**config.mk**
```make
export PLATFORM = sky130hd
export DESIGN_NAME = fc_layer_ctrl_flat
export DESIGN_NICKNAME = d
export VERILOG_FILES = /design/src/rtl/fc_layer_ctrl_if.sv /design/src/rtl/fc_layer_ctrl.sv /design/src/flat_wrapper.sv
export SDC_FILE = /design/constraint.sdc
export NUM_CORES = 2
export LEC_CHECK = 0
export ABC_CLOCK_PERIOD_IN_PS = 4000
export BUFFER_PORTS_ARGS = -buffer_cell sky130_fd_sc_hd__buf_4
export CORE_AREA = 5 5 505 507
export DETAILED_ROUTE_END_ITERATION = 8
export DIE_AREA = 0 0 510 512
export GPL_TIMING_DRIVEN = 0
export SLEW_MARGIN = 20
export SYNTH_ARGS = -nofsm -noshare
export SYNTH_HDL_FRONTEND = slang
export SYNTH_SLANG_ARGS = --single-unit
```
**constraint.sdc**
```tcl
create_clock -name clk -period 4 [get_ports clk]
set_clock_uncertainty 0.1 [all_clocks]
set_input_delay 0 -clock clk [delete_from_list [all_inputs] [get_ports clk]]
set_output_delay 0 -clock clk [all_outputs]
set_load 0.02 [all_outputs]
```
**src/rtl/fc_layer_ctrl_if.sv**
```systemverilog
// Handshake bundle for fc_layer_ctrl.
// Carries the activation input stream, the flush control and the result output stream.
//   in_valid/in_ready/in_data    : activation stream into the block
//   flush                        : synchronous frame abort
//   out_valid/out_ready          : result stream handshake
//   out_data/out_idx             : result value and its neuron index
// Modports: master = stream source and result sink (testbench or upstream logic).
//           slave  = the controller.
interface fc_layer_ctrl_if #(
    parameter int unsigned WIDTH = 8,
    parameter int unsigned ZW    = 23,
    parameter int unsigned IW    = 4
) ();
    logic             in_valid;
    logic             in_ready;
    logic [WIDTH-1:0] in_data;
    logic             flush;
    logic             out_valid;
    logic             out_ready;
    logic [ZW-1:0]    out_data;
    logic [IW-1:0]    out_idx;

    modport master (
        output in_valid, in_data, flush, out_ready,
        input  in_ready, out_valid, out_data, out_idx
    );

    modport slave (
        input  in_valid, in_data, flush, out_ready,
        output in_ready, out_valid, out_data, out_idx
    );
endinterface

```
**src/rtl/fc_layer_ctrl.sv**
```systemverilog
// Fully-connected layer controller.
// Buffers IN activations into x_bus, waits for the external combinational layer to settle,
// captures all OUT neuron results from z_bus in one cycle, then streams them out in index
// order.
// Ports:
//   clk, rst_n  : clock, asynchronous active-low reset
//   bus         : fc_layer_ctrl_if.slave (activation stream, flush, result stream)
//   x_bus       : activation buffer to the datapath, word k at [k*WIDTH +: WIDTH]
//   z_bus       : neuron outputs from the datapath, neuron j at [j*ZW +: ZW]
//   busy        : frame in progress
//   frame_done  : one-cycle pulse after the last result handshake
//   argmax_idx  : index of the largest captured result
// Build option: define FC_LAYER_CTRL_ARGMAX_EN to build the argmax comparator; otherwise
// argmax_idx is tied to 0.
module fc_layer_ctrl #(
    parameter int unsigned  WIDTH  = 8,
    parameter int unsigned  IN     = 128,
    parameter int unsigned  OUT    = 10,
    parameter int unsigned  ZW     = 23,
    parameter int unsigned  SETTLE = 2,
    localparam int unsigned IW     = (OUT > 1) ? $clog2(OUT) : 1
) (
    input  logic                  clk,
    input  logic                  rst_n,
    fc_layer_ctrl_if.slave        bus,
    output logic [IN*WIDTH-1:0]   x_bus,
    input  logic [OUT*ZW-1:0]     z_bus,
    output logic                  busy,
    output logic                  frame_done,
    output logic [IW-1:0]         argmax_idx
);
    localparam int unsigned LW = (IN > 1) ? $clog2(IN) : 1;

    localparam logic [1:0] S_LOAD    = 2'd0;
    localparam logic [1:0] S_SETTLE  = 2'd1;
    localparam logic [1:0] S_CAPTURE = 2'd2;
    localparam logic [1:0] S_DRAIN   = 2'd3;

    logic [1:0]        state;
    logic [LW-1:0]     ld_cnt;
    logic [3:0]        st_cnt;
    logic [IW-1:0]     out_idx;
    logic [OUT*ZW-1:0] res;
    logic              done_q;
    logic              in_acc;
    logic              out_hs;

    assign bus.in_ready  = (state == S_LOAD);
    assign bus.out_valid = (state == S_DRAIN);
    assign bus.out_data  = res[out_idx*ZW +: ZW];
    assign bus.out_idx   = out_idx;
    assign in_acc        = bus.in_valid & bus.in_ready;
    assign out_hs        = bus.out_valid & bus.out_ready;
    assign busy          = (state != S_LOAD) || (ld_cnt != '0);
    assign frame_done    = done_q;

    always_ff @(posedge clk or negedge rst_n) begin
        if (!rst_n) begin
            state   <= S_LOAD;
            ld_cnt  <= '0;
            st_cnt  <= '0;
            out_idx <= '0;
            x_bus   <= '0;
            res     <= '0;
            done_q  <= 1'b0;
        end else begin
            done_q <= 1'b0;
            // flush wins over any handshake in the same cycle; buffer contents are kept
            if (bus.flush) begin
                state   <= S_LOAD;
                ld_cnt  <= '0;
                st_cnt  <= '0;
                out_idx <= '0;
            end else begin
                case (state)
                    S_LOAD: begin
                        if (in_acc) begin
                            x_bus[ld_cnt*WIDTH +: WIDTH] <= bus.in_data;
                            if (ld_cnt == LW'(IN - 1)) begin
                                ld_cnt <= '0;
                                // Counting down from SETTLE gives SETTLE+1 wait cycles, so
                                // out_valid rises SETTLE+2 edges after the final accept.
                                st_cnt <= 4'(SETTLE);
                                state  <= S_SETTLE;
                            end else begin
                                ld_cnt <= ld_cnt + 1'b1;
                            end
                        end
                    end
                    S_SETTLE: begin
                        if (st_cnt == '0) begin
                            state <= S_CAPTURE;
                        end else begin
                            st_cnt <= st_cnt - 1'b1;
                        end
                    end
                    S_CAPTURE: begin
                        res     <= z_bus;
                        out_idx <= '0;
                        state   <= S_DRAIN;
                    end
                    S_DRAIN: begin
                        if (out_hs) begin
                            if (out_idx == IW'(OUT - 1)) begin
                                out_idx <= '0;
                                done_q  <= 1'b1;
                                state   <= S_LOAD;
                            end else begin
                                out_idx <= out_idx + 1'b1;
                            end
                        end
                    end
                    default: state <= S_LOAD;
                endcase
            end
        end
    end

`ifdef FC_LAYER_CTRL_ARGMAX_EN
    logic [ZW-1:0] best_val;
    logic [IW-1:0] best_idx;
    logic [IW-1:0] argmax_q;

    // Strict greater-than keeps the lowest index on ties.
    always_comb begin
        best_val = z_bus[0 +: ZW];
        best_idx = '0;
        for (int j = 1; j < int'(OUT); j++) begin
            if (z_bus[j*ZW +: ZW] > best_val) begin
                best_val = z_bus[j*ZW +: ZW];
                best_idx = IW'(j);
            end
        end
    end

    always_ff @(posedge clk or negedge rst_n) begin
        if (!rst_n) begin
            argmax_q <= '0;
        end else if (state == S_CAPTURE && !bus.flush) begin
            argmax_q <= best_idx;
        end
    end

    assign argmax_idx = argmax_q;
`else
    assign argmax_idx = '0;
`endif

endmodule

```
**src/flat_wrapper.sv**
```systemverilog
// flat-port wrapper written by rule: the top's interface ports become plain ports
module fc_layer_ctrl_flat 
#(
    parameter int unsigned  WIDTH  = 8,
    parameter int unsigned  IN     = 128,
    parameter int unsigned  OUT    = 10,
    parameter int unsigned  ZW     = 23,
    parameter int unsigned  SETTLE = 2,
    localparam int unsigned IW     = (OUT > 1) ? $clog2(OUT) : 1
)
  (clk, rst_n, x_bus, z_bus, busy, frame_done, argmax_idx, bus_in_valid, bus_in_data, bus_flush, bus_out_ready, bus_in_ready, bus_out_valid, bus_out_data, bus_out_idx);
  fc_layer_ctrl_if #(.WIDTH(WIDTH), .ZW(ZW), .IW(($clog2(OUT)))) bus_i ();
  input  logic clk;
  input  logic rst_n;
  output logic [IN*WIDTH-1:0] x_bus;
  input  logic [OUT*ZW-1:0] z_bus;
  output logic busy;
  output logic frame_done;
  output logic [IW-1:0] argmax_idx;
  input wire logic [$bits(bus_i.in_valid)-1:0] bus_in_valid;
  input wire logic [$bits(bus_i.in_data)-1:0] bus_in_data;
  input wire logic [$bits(bus_i.flush)-1:0] bus_flush;
  input wire logic [$bits(bus_i.out_ready)-1:0] bus_out_ready;
  output wire logic [$bits(bus_i.in_ready)-1:0] bus_in_ready;
  output wire logic [$bits(bus_i.out_valid)-1:0] bus_out_valid;
  output wire logic [$bits(bus_i.out_data)-1:0] bus_out_data;
  output wire logic [$bits(bus_i.out_idx)-1:0] bus_out_idx;
  assign bus_i.in_valid = bus_in_valid;
  assign bus_i.in_data = bus_in_data;
  assign bus_i.flush = bus_flush;
  assign bus_i.out_ready = bus_out_ready;
  assign bus_in_ready = bus_i.in_ready;
  assign bus_out_valid = bus_i.out_valid;
  assign bus_out_data = bus_i.out_data;
  assign bus_out_idx = bus_i.out_idx;
  fc_layer_ctrl #(.WIDTH(WIDTH), .IN(IN), .OUT(OUT), .ZW(ZW), .SETTLE(SETTLE)) u_core (.clk(clk), .rst_n(rst_n), .bus(bus_i), .x_bus(x_bus), .z_bus(z_bus), .busy(busy), .frame_done(frame_done), .argmax_idx(argmax_idx));
endmodule
```
==> summary.txt <==
Placed design
  • Post-detail-place hpwl: about 240000 um
  • PortBufs: 1297
  • Area after DPL: about 0.069 sq mm
  • Pre-CTS WS: -1.57 ns
  • RD Place Congestion: ~0.91

STA
  • Max-slew violation count: 0
  • Fin. Hold Viols: 0
  • Final Critical Period: between 3 and 4 ns
  • Fmax: ~0.26 GHz
  • Worst setup margin: 0.0929 ns
  • Hold Slack: 0.0199 ns
  • Worst slew pin tran: roughly 1.2 ns
  • Worst slew margin: 0.174
  • Fin crit share: 0.977
  • Setup violations, final: 0

GRT
  • First-pass GRT wire length: 411000 um
  • Global Route Usage Sum: 0.229
  • Vias in the first global route: approximately 47000
  • GR Overflow Total: 0
  • Largest net degree at the start of global routing: around 150
  • Initial antenna violation count: 36

Final layout
  • Synthesis-to-layout area growth: 49.1%
  • Most common cell after layout, fill and taps aside: buf_4
  • Share of layout cells above drive strength 1: 0.492
  • Commonest non-fill, non-tap cells in the layout: buf_4, dfrtp_1, mux2_2
  • Final nets: 6327
  • Register area: approximately 0.032 sq mm
  • Number of fillers in the final layout: approximately 25000
  • Footprint of the multi-input gates: around 0.021 sq mm
  • Post-route cell area: between 0.08 and 0.09 sq mm

Power and ir drop
  • Sequential share of power: 0.397
  • Combinational group share of total power: 0.212
  • Internal power: 24.2 mW
  • Clk pwr share: 0.390
  • Leakage: approximately 40 nW
  • Peak VDD IR: a little over 0.0004 V
  • Switching Fraction: 0.332
  • Psw: ~12 mW
  • Total power draw: between 30 and 40 mW
  • Pwr Density: roughly 450 mW/mm^2

Synthesis
  • Ys flop type: dfrtp_1
  • FF+latch count, synth: between 1000 and 1500
  • Yosys top cell area share: 0.587
  • Number of distinct library cells after synthesis: 63
  • Synthesized area per cell: around 13 sq um
  • Post-Synthesis Cells: roughly 4000
  • Dominant cells by area after synthesis: dfrtp_1, mux2_2, nor2_1
  • Area of the mapped netlist: 0.0542 sq mm
  • Area leader, netlist: dfrtp_1
  • Ys Warns: 0
  • EDFF count, synth: 0
  • Async S/R FF share, synth: 1.00
  • Post-synthesis sequential area ratio: 0.587

Routing
  • Number of vias per cell: between 4 and 5
  • Iter 0 DRT Violations: 3639
  • DRC viols: 0
  • Drt wl/cell: ~32 um
  • Drt total wl: 309000 um
  • DRT Pass-1 Iters: 6
  • Via count: 44819
  • Routed Antenna Nets: 0

Setup path
  • CP max stage cell: nor3_4
  • Worst Path Max Fanout: 10
  • Worst setup EP type: flip-flop
  • Critical path class: reg -> reg
  • Worst Path Arrival: about 4.5 ns
  • Largest stage delay, worst path: about 0.60 ns
  • Startpoint types: flip-flop
  • Crit-path cells: clkbuf_4 -> inv_1 -> ha_1 -> buf_6 -> and2_1 -> ha_2 -> nor4bb_4 -> a21boi_4 -> buf_4 -> nand2_2 -> nor3_4 -> mux2_2
  • CP Data Required Time: around 4.6 ns

Job
  • Max Cap Violations: 0

Floorplan
  • Core box area: approximately 0.25 sq mm
  • # IOs: 1302
  • Die Height: 512 um
  • Initial Util: 0.217
  • Std-Cell Rows: 184
  • Die area: roughly 0.26 sq mm
  • Die X: approximately 500 um

Clock tree
  • Clock tree root driver cell: clkbuf_16
  • Htree depth: 4
  • Clk Latency, worst-skew pair: 0.79 ns
  • Clk sinks: ~1300
  • TritonCTS buffer count: 148
  • CTS max path bufs: 3
  • CTS tree: built
  • Reg clk slew, reported paths: ~0.06 ns

Run status
  • Outcome: finished clean

Min path
  • Hold crit path type: in -> reg
-- per-stage QoR --
step,setup TNS [ns],utilization,cells
after global routing,-0.223,0.323,9549
after global placement,-,0.273,8668
after floorplan,0,-,4023
after detailed placement,-843.85,0.277,8710
final,0,0.324,9567
after CTS,-0.000962,0.322,9530
-- synth_stat cells (5+ instances only) --
cell type,count
ha_1,12
nor3_2,13
nor2b_1,5
o211ai_1,9
buf_6,7
buf_1,20
clkbuf_1,216
xnor2_1,6
o22ai_1,24
and2_1,18
nand3_1,18
nor2_1,302
inv_1,34
mux2_2,1018
o31ai_1,100
o2111ai_1,5
nor3_1,151
nand2_1,120
o21ai_0,190
dfrtp_1,1272
nor3_4,55
or3_1,11
or2_2,23
mux4_2,46
xor2_1,5
buf_4,18
mux2i_1,69
o41ai_1,109
nor2_2,18
buf_2,56
nand2b_1,8
-- flip-flops by register name, summed over array words and instances (netlist names) --
register            count
u_core.st_cnt           4
u_core.bus.out_idx      4
u_core.ld_cnt           7
u_core.state            2
u_core.res            230
u_core.frame_done       1
u_core.x_bus         1024
-- cells by family after synthesis --
kind of cell | after synthesis | share of synthesized area
XOR/XNOR | 11 | 0.00178
buffers and inverters | 351 | 0.0278
multiplexers | 1133 | 0.243
flip-flops | 1272 | 0.587
other | 1 | 0.0000691
AO/OA/AOI/OAI | 466 | 0.0590
adder cells (fa/ha/maj) | 12 | 0.00277
AND/OR/NAND/NOR | 774 | 0.0786
-- worst paths after layout --
| path | from | end | slack, ns | depth (start not counted) |
|---|---|---|---|---|
| max | u_core.ld_cnt[0]$_DFFE_PN0P_ | u_core.x_bus[844]$_DFFE_PN0P_ | 0.09 | 12 |
| min | z_bus[215] | u_core.res[215]$_DFFE_PN0P_ | 0.02 | 3 |
| max reg2reg | u_core.ld_cnt[0]$_DFFE_PN0P_ | u_core.x_bus[844]$_DFFE_PN0P_ | 0.09 | 12 |
| min reg2reg | u_core.x_bus[972]$_DFFE_PN0P_ | u_core.x_bus[972]$_DFFE_PN0P_ | 0.38 | 2 |
| max in group asynchronous | rst_n | u_core.x_bus[277]$_DFFE_PN0P_ | 0.93 | 7 |
| min in group asynchronous | rst_n | u_core.x_bus[175]$_DFFE_PN0P_ | 0.30 | 4 |
-- what timing repair did --
item,CTS,global route
pin swaps,62,7
gates resized for setup,108,27
buffers inserted,80,13
hold buffers,470,0
endpoints found under the hold margin,614,0
setup endpoints to repair,1042,663
cloned,1,0
-- final cells by class --
class                           count  area share
Sequential cell                  1272       0.394
Multi-Input combinational cell   2400       0.263
Timing Repair Buffer             1903       0.207
Clock buffer                      212      0.0530
Tap cell                         3348      0.0518
Buffer                            313      0.0198
Clock inverter                     59     0.00907
Inverter                           34     0.00158
Antenna cell                       26    0.000804
-- critical path: cells and delay by family, from the launching register on --
| family | cells | cell delay [ns] |
|---|---|---|
| AO/OA/AOI/OAI | 1 | 0.27 |
| adder cells (fa/ha/maj) | 2 | 0.56 |
| buffers and inverters | 4 | 0.63 |
| flip-flops | 1 | 0.40 |
| multiplexers | 1 | 0.40 |
| AND/OR/NAND/NOR | 4 | 1.40 |
-- power groups by stage --
stage	Clock (mW)	Combinational, mW	Sequential [mW]
after CTS	14.4	7.84	14.3
final	14.1	7.69	14.4
after global placement	0	6.84	14.5
after detailed placement	0	7.31	14.6
after floorplan	0	3.03	14.3
after global routing	14.9	8.11	14.4
-- metal layers --
layer / track usage / vias up / share of wire
li1: - / 18653 / -
met1: 0.257 / 23316 / 0.37
met3: 0.0637 / 607 / 0.083
met4: 0.123 / 0 / 0.064
met2: 0.391 / 2243 / 0.49
met5: 0 / - / 0
No activity file was read; power rests on OpenSTA's default activity.
